## src/rtl/kleine_pkg.sv

```systemverilog
// Shared types and constants for the kleine core front end.
package kleine_pkg;

  localparam int unsigned XLEN        = 32;
  localparam int unsigned INSTR_BYTES = 4;

  typedef struct packed {
    logic [XLEN-1:0] pc;
    logic [XLEN-1:0] next_pc;
    logic [XLEN-1:0] instr;
  } fetch_entry_t;

endpackage

```

## src/rtl/sync_fifo.sv

```systemverilog
// Synchronous power-of-two FIFO with extra-bit wrap pointers and a flush.
// A push is accepted when full only if a pop happens in the same cycle.
module sync_fifo #(
  parameter int unsigned WIDTH = 96,
  parameter int unsigned DEPTH = 4
) (
  input  logic                     clk,
  input  logic                     reset,
  input  logic                     flush_i,
  input  logic                     push_i,
  input  logic [WIDTH-1:0]         wdata_i,
  input  logic                     pop_i,
  output logic [WIDTH-1:0]         rdata_o,
  output logic [$clog2(DEPTH):0]   count_o,
  output logic                     empty_o
);

  localparam int unsigned PTR_W = $clog2(DEPTH);
  localparam int unsigned CNT_W = PTR_W + 1;

  logic [WIDTH-1:0] mem_q [DEPTH];
  logic [CNT_W-1:0] wr_ptr_q, wr_ptr_d;
  logic [CNT_W-1:0] rd_ptr_q, rd_ptr_d;
  logic             full;
  logic             push_ok;
  logic             pop_ok;

  assign count_o = wr_ptr_q - rd_ptr_q;
  assign empty_o = (wr_ptr_q == rd_ptr_q);
  assign full    = (count_o == CNT_W'(DEPTH));
  assign rdata_o = mem_q[rd_ptr_q[PTR_W-1:0]];
  assign push_ok = push_i && (!full || pop_i);
  assign pop_ok  = pop_i && !empty_o;

  always_comb begin
    wr_ptr_d = wr_ptr_q;
    rd_ptr_d = rd_ptr_q;
    if (flush_i) begin
      wr_ptr_d = '0;
      rd_ptr_d = '0;
    end else begin
      if (push_ok) wr_ptr_d = wr_ptr_q + CNT_W'(1);
      if (pop_ok)  rd_ptr_d = rd_ptr_q + CNT_W'(1);
    end
  end

  always_ff @(posedge clk) begin
    if (reset) begin
      wr_ptr_q <= '0;
      rd_ptr_q <= '0;
    end else begin
      wr_ptr_q <= wr_ptr_d;
      rd_ptr_q <= rd_ptr_d;
    end
  end

  // Storage needs no reset: pointers alone define what is valid.
  always_ff @(posedge clk) begin
    if (push_ok && !flush_i) mem_q[wr_ptr_q[PTR_W-1:0]] <= wdata_i;
  end

endmodule

```

## src/rtl/fetch_prefetch.sv

```systemverilog
// Fetch stage with a prefetch queue and a latency-tolerant request port.
// Queue space is reserved at request time so responses are always accepted.
module fetch_prefetch
  import kleine_pkg::*;
#(
  parameter logic [31:0] RESET_VECTOR    = 32'h8000_0000,
  parameter int unsigned DEPTH           = 4,
  parameter int unsigned MAX_OUTSTANDING = 2
) (
  input  logic        clk,
  input  logic        reset,
  input  logic        branch,
  input  logic [31:0] branch_vector,
  input  logic        trap,
  input  logic        mret,
  input  logic [31:0] trap_vector,
  input  logic [31:0] mret_vector,
  input  logic        stall,
  input  logic        invalidate,
  output logic        fetch_req_valid,
  input  logic        fetch_req_ready,
  output logic [31:0] fetch_address,
  input  logic        fetch_resp_valid,
  input  logic [31:0] fetch_resp_data,
  output logic [31:0] pc_out,
  output logic [31:0] next_pc_out,
  output logic [31:0] instruction_out,
  output logic        valid_out
);

  localparam int unsigned CNT_W = $clog2(DEPTH) + 1;
  localparam int unsigned OUT_W = $clog2(MAX_OUTSTANDING) + 1;
  localparam int unsigned SUM_W = CNT_W + 1;
  localparam logic [XLEN-1:0] STEP = XLEN'(INSTR_BYTES);

  logic [XLEN-1:0]  req_pc_q, req_pc_d;
  logic [XLEN-1:0]  resp_pc_q, resp_pc_d;
  logic [OUT_W-1:0] outst_q, outst_d;
  logic [OUT_W-1:0] drop_q, drop_d;
  fetch_entry_t     out_q, out_d;
  logic             valid_q, valid_d;

  logic             redirect;
  logic [XLEN-1:0]  target;
  logic             req_fire;
  logic             push;
  logic             pop;
  logic [SUM_W-1:0] occupancy;
  fetch_entry_t     push_entry;
  logic [$bits(fetch_entry_t)-1:0] fifo_rdata;
  logic [CNT_W-1:0] fifo_count;
  logic             fifo_empty;

  assign redirect = trap | mret | branch;
  assign target   = trap ? trap_vector : (mret ? mret_vector : branch_vector);

  // Occupancy counts both queued entries and slots reserved by in-flight requests.
  assign occupancy       = SUM_W'(fifo_count) + SUM_W'(outst_q);
  assign fetch_req_valid = !reset && !redirect
                         && (occupancy < SUM_W'(DEPTH))
                         && (outst_q < OUT_W'(MAX_OUTSTANDING));
  assign fetch_address   = req_pc_q;
  assign req_fire        = fetch_req_valid && fetch_req_ready;

  assign push = fetch_resp_valid && (drop_q == '0) && !redirect;
  assign pop  = !redirect && !stall && !invalidate && !fifo_empty;

  assign push_entry = '{pc: resp_pc_q, next_pc: resp_pc_q + STEP, instr: fetch_resp_data};

  sync_fifo #(
    .WIDTH ($bits(fetch_entry_t)),
    .DEPTH (DEPTH)
  ) u_queue (
    .clk     (clk),
    .reset   (reset),
    .flush_i (redirect),
    .push_i  (push),
    .wdata_i (push_entry),
    .pop_i   (pop),
    .rdata_o (fifo_rdata),
    .count_o (fifo_count),
    .empty_o (fifo_empty)
  );

  always_comb begin
    req_pc_d  = req_pc_q;
    resp_pc_d = resp_pc_q;
    drop_d    = drop_q;
    out_d     = out_q;
    valid_d   = valid_q;
    outst_d   = outst_q + OUT_W'(req_fire) - OUT_W'(fetch_resp_valid);

    if (redirect) begin
      // Everything still in flight is stale; one arriving now is already discarded.
      req_pc_d  = target;
      resp_pc_d = target;
      drop_d    = outst_q - OUT_W'(fetch_resp_valid);
      valid_d   = 1'b0;
    end else begin
      if (req_fire) req_pc_d = req_pc_q + STEP;
      if (push) resp_pc_d = resp_pc_q + STEP;
      if (fetch_resp_valid && (drop_q != '0)) drop_d = drop_q - OUT_W'(1);
      if (!stall) begin
        if (pop) begin
          out_d   = fetch_entry_t'(fifo_rdata);
          valid_d = 1'b1;
        end else begin
          valid_d = 1'b0;
        end
      end
    end
  end

  always_ff @(posedge clk) begin
    if (reset) begin
      req_pc_q  <= RESET_VECTOR;
      resp_pc_q <= RESET_VECTOR;
      outst_q   <= '0;
      drop_q    <= '0;
      out_q     <= '0;
      valid_q   <= 1'b0;
    end else begin
      req_pc_q  <= req_pc_d;
      resp_pc_q <= resp_pc_d;
      outst_q   <= outst_d;
      drop_q    <= drop_d;
      out_q     <= out_d;
      valid_q   <= valid_d;
    end
  end

  assign pc_out          = out_q.pc;
  assign next_pc_out     = out_q.next_pc;
  assign instruction_out = out_q.instr;
  assign valid_out       = valid_q;

endmodule

```

## config.mk

```make
export PLATFORM = sky130hd
export DESIGN_NAME = fetch_prefetch
export DESIGN_NICKNAME = d
export VERILOG_FILES = /design/src/rtl/kleine_pkg.sv /design/src/rtl/sync_fifo.sv /design/src/rtl/fetch_prefetch.sv
export SDC_FILE = /design/constraint.sdc
export NUM_CORES = 1
export LEC_CHECK = 0
export BUFFER_PORTS_ARGS = -buffer_cell sky130_fd_sc_hd__buf_2
export CAP_MARGIN = 20
export CELL_PAD_IN_SITES_DETAIL_PLACEMENT = 0
export CELL_PAD_IN_SITES_GLOBAL_PLACEMENT = 1
export CORE_ASPECT_RATIO = 1.25
export CORE_MARGIN = 2
export CORE_UTILIZATION = 48
export DETAILED_ROUTE_END_ITERATION = 6
export HOLD_SLACK_MARGIN = 0.02
export PLACE_DENSITY = 0.85
export SYNTH_ARGS = -nofsm -noshare
export SYNTH_HDL_FRONTEND = slang
export SYNTH_SLANG_ARGS = --single-unit
```

## constraint.sdc

```tcl
create_clock -name clk -period 6 [get_ports clk]
set_input_delay 0.6 -clock clk [delete_from_list [all_inputs] [get_ports clk]]
set_output_delay 0.6 -clock clk [all_outputs]
set_load 0.02 [all_outputs]
```

==> results.py <==
metrics = {
    "run_status": {
        "status": "finished clean",
    },
    "worst_hold_path": {
        "min_to": "u_queue.mem_q[0][2]$_DFFE_PP_",
        "hold_start": "fetch_resp_data[2]",
        "min_path_cells": 1,
        "hold_path.class": "in2reg",
    },
    "critical_path": {
        "ff2ff_setup_slack_ps": 2110,
        "worstSetupStartpointType": "flop",
        "cp.required_ps": 6210,
        "reg2reg_to": "u_queue.mem_q[0][35]$_DFFE_PP_",
        "critical_path_class": "reg2reg",
        "critPathCaptureType": "flop",
        "cp_cell_sequence": "ha_1 > inv_1 > fa_1 > xor3_1 > o31a_1 > and2_4 > buf_4",
        "cp_max_fo": 52,
        "worst_path_max_delay_cell": "dfxtp_4",
        "worstRegToRegCells": 7,
        "reg2reg_from": "u_queue.rd_ptr_q[0]$_SDFFE_PP0P_",
        "arrival_ps": 4100,
        "critical_path.max_stage_delay_ps": 930,
    },
    "synthesis": {
        "syn-instance-count": 1620,
        "yosysSeqAreaShare_pct": 66.3,
        "ys.flop_type": "edfxtp_1",
        "synth_top_cell_area_share_pct": 51.2,
        "synth.avg_cell_area_um2": 13.6,
        "synth_top_area_cell": "edfxtp_1",
        "syn-cell-area_mm2": 0.0221,
        "yosys-top-cells-area": "edfxtp_1 (51%), dfxtp_1 (15%), mux4_2 (9.6%)",
        "synth_seq_cells": 543,
        "syn-num-nets": 1772,
        "yosysUniqueCellTypes": 69,
        "async_flop_share_pct": 0,
        "synth_edf_count": 376,
        "ys.warnings.count": 0,
    },
    "die": {
        "die_w_um": 196,
        "initial_utilization_pct": 48.7,
        "rows": 87,
        "die_area_mm2": 0.0477,
        "pin_count": 267,
        "dieHeight_um": 244,
        "core_area_mm2": 0.0453,
    },
    "layout": {
        "layout.nets": 1996,
        "design_area_mm2": 0.0255,
        "fin_util_pct": 56.3,
        "ff_latch_area_mm2": 0.0146,
        "area_growth_pct": 15.6,
        "multiInputGateArea_mm2": 0.00689,
        "final_cell_mix": "edfxtp_1 (376), buf_2 (265), nand2_1 (245)",
        "final.fill_count": 3609,
        "drive_gt1_share_pct": 25.8,
        "final_common_cell": "edfxtp_1",
    },
    "global_routing": {
        "top_usage_layer": "met2",
        "antenna_found_initial": 2,
        "gr-total-overflow": 0,
        "grtUsageTotal_pct": 22.5,
        "grt_max_degree": 99,
        "grt_use_met3_pct": 3.57,
        "grt_pass1_wl_um": 83200,
        "globalRouteMet2Util_pct": 39.4,
        "grt_util_met1_pct": 29.5,
        "grt_pass1_vias": 14400,
    },
    "sta": {
        "post-route-period-util_pct": 64.8,
        "hold_ws_ps": 266,
        "relSlewSlack_pct": 27.9,
        "rsz0062_at_grt": "false",
        "fmax_mhz": 257,
        "worst_pin_slew_ps": 1080,
        "setup_viol": 0,
        "hold_viol": 0,
        "skew_ps": 31.0,
        "setup_tns_ps": 0,
        "drv_slew": 0,
        "fin_crit_ps": 3890,
    },
    "placement": {
        "place.gp.congestion": 0.885,
        "io_buffers": 266,
        "post_dp_cell_area_mm2": 0.0239,
        "dpl.hpwl_um": 35900,
    },
    "drt": {
        "drt_pass1_iterations": 5,
        "drc": 0,
        "wire_per_inst_um": 22.0,
        "drtAntennaViolNets": 0,
        "vias_per_cell": 5.85,
        "wl_um": 54300,
        "num_vias": 14400,
        "drt_iter0_markers": 997,
    },
    "clocking": {
        "cts_made_buffers": 49,
        "cts_tree": "done",
        "root_buffer": "clkbuf_16",
        "cts-htree-levels": 2,
        "cts_resized": 0,
        "numClockSinks": 543,
        "clk_transition_reported_paths_ps": 60,
        "cts_buffer_depth": 3,
        "clk_latency_ps": 570,
        "cts_hold_buf": 0,
        "post_cts.repair.setup_buffers": 0,
    },
    "run": {
        "maxCapViolCount": 0,
    },
    "pwr": {
        "ir_drop_mv": 0.196,
        "power.density_mw_per_mm2": 300,
        "power_leakage_nw": 8.75,
    },
}
-- cell type report --
cell class,count,area share (%)
inverters,28,0.412
flip-flops and latches,543,57.4
clock buffers,72,5.58
repair buffers,289,5.98
clock inverters,17,0.770
well taps,578,2.84
multi-input cells,933,27.0
diodes,1,0.00981
-- registers in the layout (all words and copies together) (netlist names), 2 cells and up --
| name | flops |
|---|---|
| outst_q | 2 |
| instruction_out | 32 |
| u_queue.rd_ptr_q | 3 |
| u_queue.mem_q | 376 |
| resp_pc_q | 31 |
| drop_q | 2 |
| fetch_address | 31 |
| u_queue.wr_ptr_q | 3 |
| next_pc_out | 30 |
| pc_out | 32 |
-- logic make-up after synthesis --
group,Yosys count,share of synthesized area (%)
DFF,543,66.3
xor gates and xnor gates,40,1.66
muxes,99,9.82
and+or+nand+nor,475,10.1
buffers and inverters,144,2.60
AOI/OAI and AO/OA,304,8.63
adders and majority gates,15,0.884
-- synthesized netlist by cell type, types with 5 or more instances --
cell type  instances
edfxtp_1         376
nand2_1          245
dfxtp_1          167
a21oi_1          139
mux4_2            94
clkbuf_1          87
nor2_1            70
o21ai_0           49
nand3_1           29
inv_1             28
xnor2_1           27
nand4_1           25
a211oi_1          23
nor4_1            22
a22oi_1           19
nor3_1            19
buf_2             14
ha_1              14
xor2_1            12
a31oi_1           10
and3_1            10
buf_1             10
and4_1             9
nand3b_1           8
o21a_1             8
or4_1              8
a2111oi_0          6
and2_1             6
o221a_2            6
a221oi_1           5
nor2b_1            5
o31ai_1            5
-- per-layer routing --
| metal | wire, µm | vias to the layer above |
|---|---|---|
| met2 | 27700 | 522 |
| met5 | 0 | - |
| met4 | 1180 | 0 |
| met1 | 22000 | 7202 |
| li1 | - | 6595 |
| met3 | 3290 | 70 |
-- critical path: cells and delay by family (launching register included) --
kind                     cells  cell delay [ps]
XOR/XNOR                     1              310
AND/OR/NAND/NOR              1              700
AO/OA/AOI/OAI                1              350
buffers and inverters        2              520
adder cells (fa/ha/maj)      2              650
flip-flops                   1              930
-- power breakdown --
| part | total (mW) | internal, mW | leakage, nW | switching, mW |
|---|---|---|---|---|
| registers | 4.13 | 4.06 | 4.78 | 0.0743 |
| clock network | 3.14 | 1.82 | 0.777 | 1.32 |
| logic | 0.376 | 0.138 | 3.19 | 0.238 |
| total | 7.65 | 6.01 | 8.75 | 1.64 |
-- worst max-delay path by stage --
stage / start / endpoint / slack (ps) / depth (start not counted)
finish: u_queue.rd_ptr_q[0]$_SDFFE_PP0P_ / u_queue.mem_q[0][35]$_DFFE_PP_ / 2110 / 7
global route: u_queue.rd_ptr_q[0]$_SDFFE_PP0P_ / u_queue.mem_q[1][35]$_DFFE_PP_ / 1800 / 7
CTS: u_queue.rd_ptr_q[0]$_SDFFE_PP0P_ / u_queue.mem_q[1][20]$_DFFE_PP_ / 2030 / 7
detailed placement: u_queue.rd_ptr_q[0]$_SDFFE_PP0P_ / u_queue.mem_q[1][24]$_DFFE_PP_ / 2060 / 7
global placement: u_queue.rd_ptr_q[0]$_SDFFE_PP0P_ / u_queue.mem_q[3][23]$_DFFE_PP_ / 2160 / 7
floorplan: u_queue.rd_ptr_q[1]$_SDFFE_PP0P_ / u_queue.mem_q[0][0]$_DFFE_PP_ / 1020 / 8
-- per-stage QoR --
step                      power (mW)  cells  setup slack [ps]
after global routing            7.87   2460              1800
after floorplan                 4.41   1620              1020
final                           7.65   2461              2110
after detailed placement        4.58   2370              2060
after CTS                       7.69   2459              2030
after global placement          4.57   2370              2160
(Power assumes the default switching activity.)
